## src/rtl/soc_pkg.sv

```systemverilog
// Shared constants and types for the SoC memory path.
// Holds the memory geometry, the arbiter FSM state type and the
// requester index assignments used by mem_arbiter and its testbench.
package soc_pkg;

    localparam int DATA_WIDTH     = 32;
    localparam int MEM_DEPTH      = 64;
    localparam int ADDR_WIDTH     = $clog2(MEM_DEPTH);
    localparam int TIMEOUT_CYCLES = 16;

    // Requester slots on the arbiter's packed request vectors.
    localparam int REQ_IFETCH = 0;
    localparam int REQ_DATA   = 1;

    typedef enum logic [1:0] {
        IDLE  = 2'd0,
        ISSUE = 2'd1,
        WAIT  = 2'd2
    } state_t;

endpackage : soc_pkg

```

## src/rtl/rr_arbiter2.sv

```systemverilog
// Two-way round-robin grant.
//   req_valid_i  : request bits of requester 0 and 1
//   last_grant_i : index of the requester granted most recently
//   grant_o      : one-hot grant (all zero when nobody requests)
// Purely combinational; the caller owns the last_grant register.
module rr_arbiter2 (
    input  logic [1:0] req_valid_i,
    input  logic       last_grant_i,
    output logic [1:0] grant_o
);

    // NOTE: every output of an always_comb block gets a default first so no
    // path through the case can leave it unassigned and infer a latch.
    always_comb begin
        grant_o = 2'b00;
        case (req_valid_i)
            2'b01:   grant_o = 2'b01;
            2'b10:   grant_o = 2'b10;
            // Contention: the requester that did not win last time goes now.
            2'b11:   grant_o = last_grant_i ? 2'b01 : 2'b10;
            default: grant_o = 2'b00;
        endcase
    end

endmodule : rr_arbiter2

```

## src/rtl/mem_arbiter.sv

```systemverilog
// Shares the single-port data memory between the instruction-fetch port
// (requester 0) and the load/store port (requester 1). One transaction is in
// flight at a time: accept in IDLE, issue a one-cycle memory request, wait for
// mem_valid_data (or a watchdog timeout), then pulse a one-cycle response.
//   clk, reset      : clock, asynchronous active-low reset
//   req_*           : packed per-requester request channel, slot r at [r*W +: W]
//   req_ready       : one-hot accept pulse (combinational, IDLE only)
//   rsp_valid/rdata/err : registered one-hot response, data and timeout flag
//   mem_*           : request/response interface to the memory
module mem_arbiter #(
    parameter int  DATA_WIDTH     = soc_pkg::DATA_WIDTH,
    parameter int  MEM_DEPTH      = soc_pkg::MEM_DEPTH,
    parameter int  TIMEOUT_CYCLES = soc_pkg::TIMEOUT_CYCLES,
    localparam int ADDR_WIDTH     = $clog2(MEM_DEPTH)
) (
    input  logic                    clk,
    input  logic                    reset,
    input  logic [1:0]              req_valid,
    input  logic [1:0]              req_we,
    input  logic [2*ADDR_WIDTH-1:0] req_addr,
    input  logic [2*DATA_WIDTH-1:0] req_wdata,
    output logic [1:0]              req_ready,
    output logic [1:0]              rsp_valid,
    output logic [DATA_WIDTH-1:0]   rsp_rdata,
    output logic                    rsp_err,
    output logic                    mem_req_valid,
    output logic                    mem_we,
    output logic [ADDR_WIDTH-1:0]   mem_addr,
    output logic [DATA_WIDTH-1:0]   mem_wdata,
    input  logic [DATA_WIDTH-1:0]   mem_rdata,
    input  logic                    mem_valid_data
);

    import soc_pkg::*;

    // Last counter value at which WAIT still waits; ISSUE is wait cycle 1,
    // so the response is forced after TIMEOUT_CYCLES cycles of silence.
    localparam logic [7:0] CNT_LAST = 8'(TIMEOUT_CYCLES - 1);

    state_t                  state_q, state_d;
    logic [1:0]              grant;
    logic                    last_grant_q;
    logic                    gnt_q;
    logic                    we_q;
    logic [ADDR_WIDTH-1:0]   addr_q;
    logic [DATA_WIDTH-1:0]   wdata_q;
    logic [7:0]              cnt_q;
    logic [1:0]              rsp_valid_q;
    logic [DATA_WIDTH-1:0]   rsp_rdata_q;
    logic                    rsp_err_q;
    logic                    accept;
    logic                    complete;
    logic                    timeout_hit;

    rr_arbiter2 u_rr (
        .req_valid_i  (req_valid),
        .last_grant_i (last_grant_q),
        .grant_o      (grant)
    );

    // State register.
    // NOTE: sequential state uses non-blocking assignments so every flop
    // samples pre-edge values regardless of statement order.
    always_ff @(posedge clk or negedge reset) begin
        if (!reset) state_q <= IDLE;
        else        state_q <= state_d;
    end

    // Next-state logic.
    always_comb begin
        state_d = state_q;
        case (state_q)
            IDLE:    if (|grant) state_d = ISSUE;
            ISSUE:   state_d = mem_valid_data ? IDLE : WAIT;
            WAIT:    if (mem_valid_data || timeout_hit) state_d = IDLE;
            default: state_d = IDLE;
        endcase
    end

    // Output / decode logic. req_ready is gated by reset so a requester held
    // valid through reset never sees an accept while the arbiter is held.
    always_comb begin
        req_ready     = 2'b00;
        accept        = 1'b0;
        mem_req_valid = 1'b0;
        complete      = 1'b0;
        timeout_hit   = 1'b0;
        case (state_q)
            IDLE: begin
                req_ready = reset ? grant : 2'b00;
                accept    = reset && (|grant);
            end
            ISSUE: begin
                mem_req_valid = 1'b1;
                complete      = mem_valid_data;
            end
            WAIT: begin
                complete    = mem_valid_data;
                timeout_hit = !mem_valid_data && (cnt_q == CNT_LAST);
            end
            default: ;
        endcase
    end

    // Transaction latches, watchdog counter and response registers.
    always_ff @(posedge clk or negedge reset) begin
        if (!reset) begin
            last_grant_q <= 1'b1;
            gnt_q        <= 1'b0;
            we_q         <= 1'b0;
            addr_q       <= '0;
            wdata_q      <= '0;
            cnt_q        <= '0;
            rsp_valid_q  <= 2'b00;
            rsp_rdata_q  <= '0;
            rsp_err_q    <= 1'b0;
        end else begin
            rsp_valid_q <= 2'b00;

            if (accept) begin
                gnt_q        <= grant[REQ_DATA];
                last_grant_q <= grant[REQ_DATA];
                we_q         <= req_we[grant[REQ_DATA]];
                addr_q       <= req_addr[grant[REQ_DATA]*ADDR_WIDTH +: ADDR_WIDTH];
                wdata_q      <= req_wdata[grant[REQ_DATA]*DATA_WIDTH +: DATA_WIDTH];
            end

            case (state_q)
                ISSUE:   cnt_q <= 8'd1;
                WAIT:    cnt_q <= cnt_q + 8'd1;
                default: cnt_q <= '0;
            endcase

            if (complete) begin
                rsp_valid_q <= {gnt_q, ~gnt_q};
                rsp_rdata_q <= we_q ? '0 : mem_rdata;
                rsp_err_q   <= 1'b0;
            end else if (timeout_hit) begin
                rsp_valid_q <= {gnt_q, ~gnt_q};
                rsp_rdata_q <= '0;
                rsp_err_q   <= 1'b1;
            end
        end
    end

    assign rsp_valid = rsp_valid_q;
    assign rsp_rdata = rsp_rdata_q;
    assign rsp_err   = rsp_err_q;
    // Address/data stay on the bus after completion; only the write enable
    // is withdrawn once the transaction is over.
    assign mem_we    = we_q && (state_q != IDLE);
    assign mem_addr  = addr_q;
    assign mem_wdata = wdata_q;

endmodule : mem_arbiter
```

## config.mk

```make
export PLATFORM = sky130hd
export DESIGN_NAME = mem_arbiter
export DESIGN_NICKNAME = d
export VERILOG_FILES = /design/src/rtl/soc_pkg.sv /design/src/rtl/rr_arbiter2.sv /design/src/rtl/mem_arbiter.sv
export SDC_FILE = /design/constraint.sdc
export NUM_CORES = 1
export LEC_CHECK = 0
export ABC_AREA = 1
export CAP_MARGIN = 20
export CORE_MARGIN = 3
export CORE_UTILIZATION = 46
export CTS_BUF_LIST = sky130_fd_sc_hd__clkbuf_8
export CTS_CLUSTER_DIAMETER = 30
export CTS_CLUSTER_SIZE = 12
export DETAILED_ROUTE_END_ITERATION = 8
export GPL_TIMING_DRIVEN = 0
export PLACE_DENSITY = 0.89
export RECOVER_POWER = 50
export SYNTH_ARGS = -nofsm -noshare
export SYNTH_HDL_FRONTEND = slang
export SYNTH_SLANG_ARGS = --single-unit
```

## constraint.sdc

```tcl
create_clock -name clk -period 3.54 [get_ports clk]
set_clock_uncertainty 0.05 [all_clocks]
set_input_delay 0.708 -clock clk [delete_from_list [all_inputs] [get_ports clk]]
set_output_delay 0.708 -clock clk [all_outputs]
set_load 0.01 [all_outputs]
```

# Word level (Yosys, flattened, before mapping)
# Cells that the tools add are included.
word_totals:
  regBits: 86
  in_bits: 115
  output_inout_bits: 77
  elab_cells: 57
classes:
  add_sub_neg: 1
  mul: 1
  order_cmp: 1
  eq_ne: 8
  shifts: 2
  n_mux: 22
  bitwise: 1
  reduce_logical: 11
ops:
  columns: ["operator", "count"]
  rows:
  - ["32-bit two-way mux", 3]
  - ["64-bit by 7-bit variable part select with 32-bit output", 1]
  - ["2-bit two-way mux", 8]
  - ["8-bit one-hot mux with 2 select lines", 1]
  - ["2-bit one-hot mux with 3 select lines", 2]
  - ["12-bit by 5-bit variable part select with 6-bit output", 1]
  - ["8-bit by 1-bit adder with 8-bit output, second input constant", 1]
  - ["8-bit by 4-bit equality test with 1-bit output, second input constant", 1]
  - ["1-bit two-way mux", 8]
  - ["2-bit equality test, second input constant", 3]
  - ["2-bit by 1-bit equality test with 1-bit output, second input constant", 2]
  - ["2-bit != test, second input constant", 2]
  - ["2-bit nonzero test", 2]
  - ["2-bit OR reduction", 2]
  - ["1-bit logical AND", 3]
  - ["1-bit by 2-bit multiplier with 3-bit output, second input constant", 1]
  - ["2-bit logical NOT", 1]
  - ["1-bit by 2-bit < comparator with 1-bit output, second input constant", 1]
  - ["2-bit AND reduction", 1]
  - ["1-bit logical NOT", 1]
  - ["1-bit logical OR", 1]
  - ["1-bit NOT", 1]

# Longest topological paths before layout
logic_depth:
  word_depth: 6
  mapped_depth: 8
  ltp_nobuf: 7

# By module
# Synthesis repeated with hierarchy kept, for this count alone.
hier_totals:
  hier_cells: 444
  hier_area_um2: 3821.2
by_module_without_submodules:
  columns: ["mod", "instances", "cells_per_inst", "area_each_um2", "seq_area_each_um2"]
  rows:
  - ["mem_arbiter", 1, 439, 3799.9, 2153.3]
  - ["rr_arbiter2", 1, 5, 21.3, 0.0]

# Worst setup path after synthesis
# No wires, ideal clock.
synth_timing:
  kind: "input to output"
  start: "in reset"
  end: "out req_ready[1]"
  arrival_time_ns: 1.384
  required_time_ns: 2.782
  path_slack_ns: 1.398
  stages: 5
  path_buffers: 1
  cell_sequence: "nand2_1 > nor2_2 > buf_2 > nand3_1 > inv_1"
synth_via:
  elab_chain_cells: 2
synth_rtl:
  columns: ["element", "line_no", "text"]
  rows:
  - ["start, declared", "mem_arbiter.sv:17", "input logic reset,"]
  - ["2-bit two-way mux", "mem_arbiter.sv:90", "req_ready = reset ? grant : 2'b00;"]
  - ["2-bit two-way mux", "mem_arbiter.sv:88", "case (state_q)"]
  - ["end, declared", "mem_arbiter.sv:22", "output logic [1:0] req_ready,"]
# No other way between the ends.

# Worst setup path after layout
# Same ends and word-level chain as after synthesis.

==> results.ini <==
[run_status]
outcome = finished, final reports clean

[power_and_ir_drop]
p_int_w = 0.002666
p_leak_nw = 3.001
p_sw_w = 0.001561
clockPowerShare = 0.151
combPwrFrac = 0.473
power.density_mw_per_mm2 = 670.1
max-vdd-ir-drop_uv = 373.0
p_total_w = 0.004227
swShare = 0.3693
pwr-share-seq = 0.376

[critical_path]
worst_path_max_delay_cell = clkdlybuf4s50_1
crit_family = buffers and inverters
crit_fanout = 45
cp-start-kind = input port
cp_cell_sequence = buf_12, buf_16, nand2_1, nor2_4, buf_2, nand3_1, inv_1, clkdlybuf4s50_1
critPathKind = input port to primary output
crit_arrival_ps = 2580
critPathRequiredTime_ps = 2780
end_kind = primary output
max_stage_delay_ps = 560
cp_num_buf_inv = 5

[sta]
slew_viol_final = 0
worstMarginPinSlew_ps = 1233
fin_ws_ps = 204.8
max_freq_mhz = 299.8
hold_slack_ps = 160.7
rsz0062_at_grt = false
slew_headroom = 0.1781
final.min_clock_period_ps = 3335
hold_viol = 0
fin_crit_sh = 0.9421
finalSetupViolations = 0

[flow_run]
maxCapViolations = 0

[clocking]
clockBufferDepth = 2
cts-root-buf = clkbuf_8
clock-sinks = 86
cts_tree = built
cts_setup_buffers = 0
clkTransAtPathRegs_ps = 90
htree_levels = 3
ctsHoldBuffers = 0
cts_buffers = 9
insertion_delay_ps = 350

[yosys]
syn_area_mm2 = 0.004048
synth.distinct_cells = 21
netlist_instances = 522
synth_top_area_frac = 0.5255
ys_warn_count = 0
syn_area_per_cell_um2 = 7.754
ys_seq_elements = 86
synth_area_leaders = dfrtp_1, nand2_1, o21ai_0
yosysSeqAreaShare = 0.5320
syn_nets = 641
yosysTopAreaCell = dfrtp_1

[final_layout]
regArea_mm2 = 0.002153
multi_input_area_mm2 = 0.001553
final_common_cell = clkdlybuf4s50_1
nets = 845
area_growth_pct = 55.83
drive_gt1_frac = 0.04651
n_fill_cell = 630
insertedDiodeCount = 0
layout_common_cells = clkdlybuf4s50_1, nand2_1, dfrtp_1

[detailed_routing]
vias = 4236
first_pass_iters = 5
highest_layer = met4
wl_per_cell_um = 15.04
wirelength_um = 12570
drt_iter0_drc = 121
viasPerCell = 5.067
drc = 0
final_antenna_net_count = 0
wl_met3_um = 1365
wl_met2_um = 6151
met1_length_um = 4872

[global_routing]
grt_use_total = 0.2538
grt_pass1_wl_um = 20220
grt_overflow_total = 0
antenna_found_initial = 0
grt_pass1_vias = 4224
grt_max_degree = 45

[floorplanning]
die_w_um = 99.81
pin_count = 192
start_util = 0.4829
rows = 33
dieHeight_um = 99.81
core-area_mm2 = 0.008382
die-area_mm2 = 0.009961

[place]
dp_hpwl_um = 9657
pre_cts_slack_ps = -305.7
port_buffers = 191
gp_congestion = 0.8363

[min_path]
worstHoldPathType = input port to async pin

-- power groups by stage --
| stage | Sequential (W) | Combinational (W) | Clock [W] |
|---|---|---|---|
| 3_3_place_gp | 0.00158 | 0.00195 | 0 |
| 5_1_grt | 0.00163 | 0.00221 | 0.000689 |
| 2_1_floorplan | 0.00174 | 0.000712 | 0 |
| 3_5_place_dp | 0.00160 | 0.00201 | 0 |
| 6_report | 0.00159 | 0.00200 | 0.000637 |
| 4_1_cts | 0.00159 | 0.00202 | 0.000655 |
-- logic make-up after synthesis --
family | share of synthesized area
simple gates | 0.2572
compound gates | 0.1141
flops | 0.5320
buf+inv | 0.08439
fa+ha+maj | 0.01237
-- metrics by stage --
step / area [um2] / utilization / setup TNS [ps] / cells
after CTS: 6310 / 0.7528 / 0 / 835
final: 6307 / 0.7525 / 0 / 836
after detailed placement: 6108 / 0.7288 / -445.5 / 819
after floorplan: 4048 / - / 0 / 522
after global routing: 6307 / 0.7525 / 0 / 836
after global placement: 6091 / 0.7267 / -212310 / 818
-- final timing paths --
check | start | endpoint | slack, ps | depth (start not counted)
setup / recovery | reset | req_ready[1] | 200 | 8
hold / removal | reset | rsp_rdata[7] | 160 | 1
setup reg to reg | state_q[1] | rsp_rdata[2] | 1490 | 7
hold reg to reg | gnt_q | rsp_valid[0] | 380 | 1
max in group asynchronous | reset | rsp_rdata[8] | 1870 | 2
min in group clk | gnt_q | rsp_valid[0] | 380 | 1
-- per-layer routing --
| layer | track usage | vias up |
|---|---|---|
| met4 | 0.07458 | 0 |
| met3 | 0.08965 | 14 |
| li1 | - | 2043 |
| met1 | 0.3021 | 1986 |
| met5 | 0 | - |
| met2 | 0.4336 | 193 |
-- final cells by class --
class	count	share of cell area
timing repair buffer	193	0.3097
buffer	29	0.02222
clock inverter	7	0.009125
sequential	86	0.3414
clock buffer	9	0.01964
multi-input combinational	355	0.2462
tap	105	0.02083
inverter	52	0.03095
-- cell usage after synthesis (all sizes together) --
library cell / instances
o21bai: 1
o22ai: 1
o21ai: 82
nor2: 53
ha: 4
dfstp: 1
nand3b: 1
nand2: 165
a211oi: 1
a21oi: 6
inv: 52
buf: 18
nand3: 40
dfrtp: 85
clkbuf: 11
nor3: 1
-- sequential cells by signal, summed over array words and instances, names as in the netlist --
| signal | flops |
|---|---|
| mem_wdata | 32 |
| state_q | 2 |
| rsp_rdata | 32 |
| rsp_err | 1 |
| gnt_q | 1 |
| rsp_valid | 2 |
| cnt_q | 8 |
| last_grant_q | 1 |
| we_q | 1 |
| mem_addr | 6 |
-- what timing repair did --
item / in CTS / in global routing
pin swaps: 0 / 0
endpoints found under the setup margin: 2 / 1
gates cloned: 0 / 1
hold endpoints to repair: 0 / 0
gates resized for setup: 4 / 1
No activity file was read; power rests on OpenSTA's default activity.
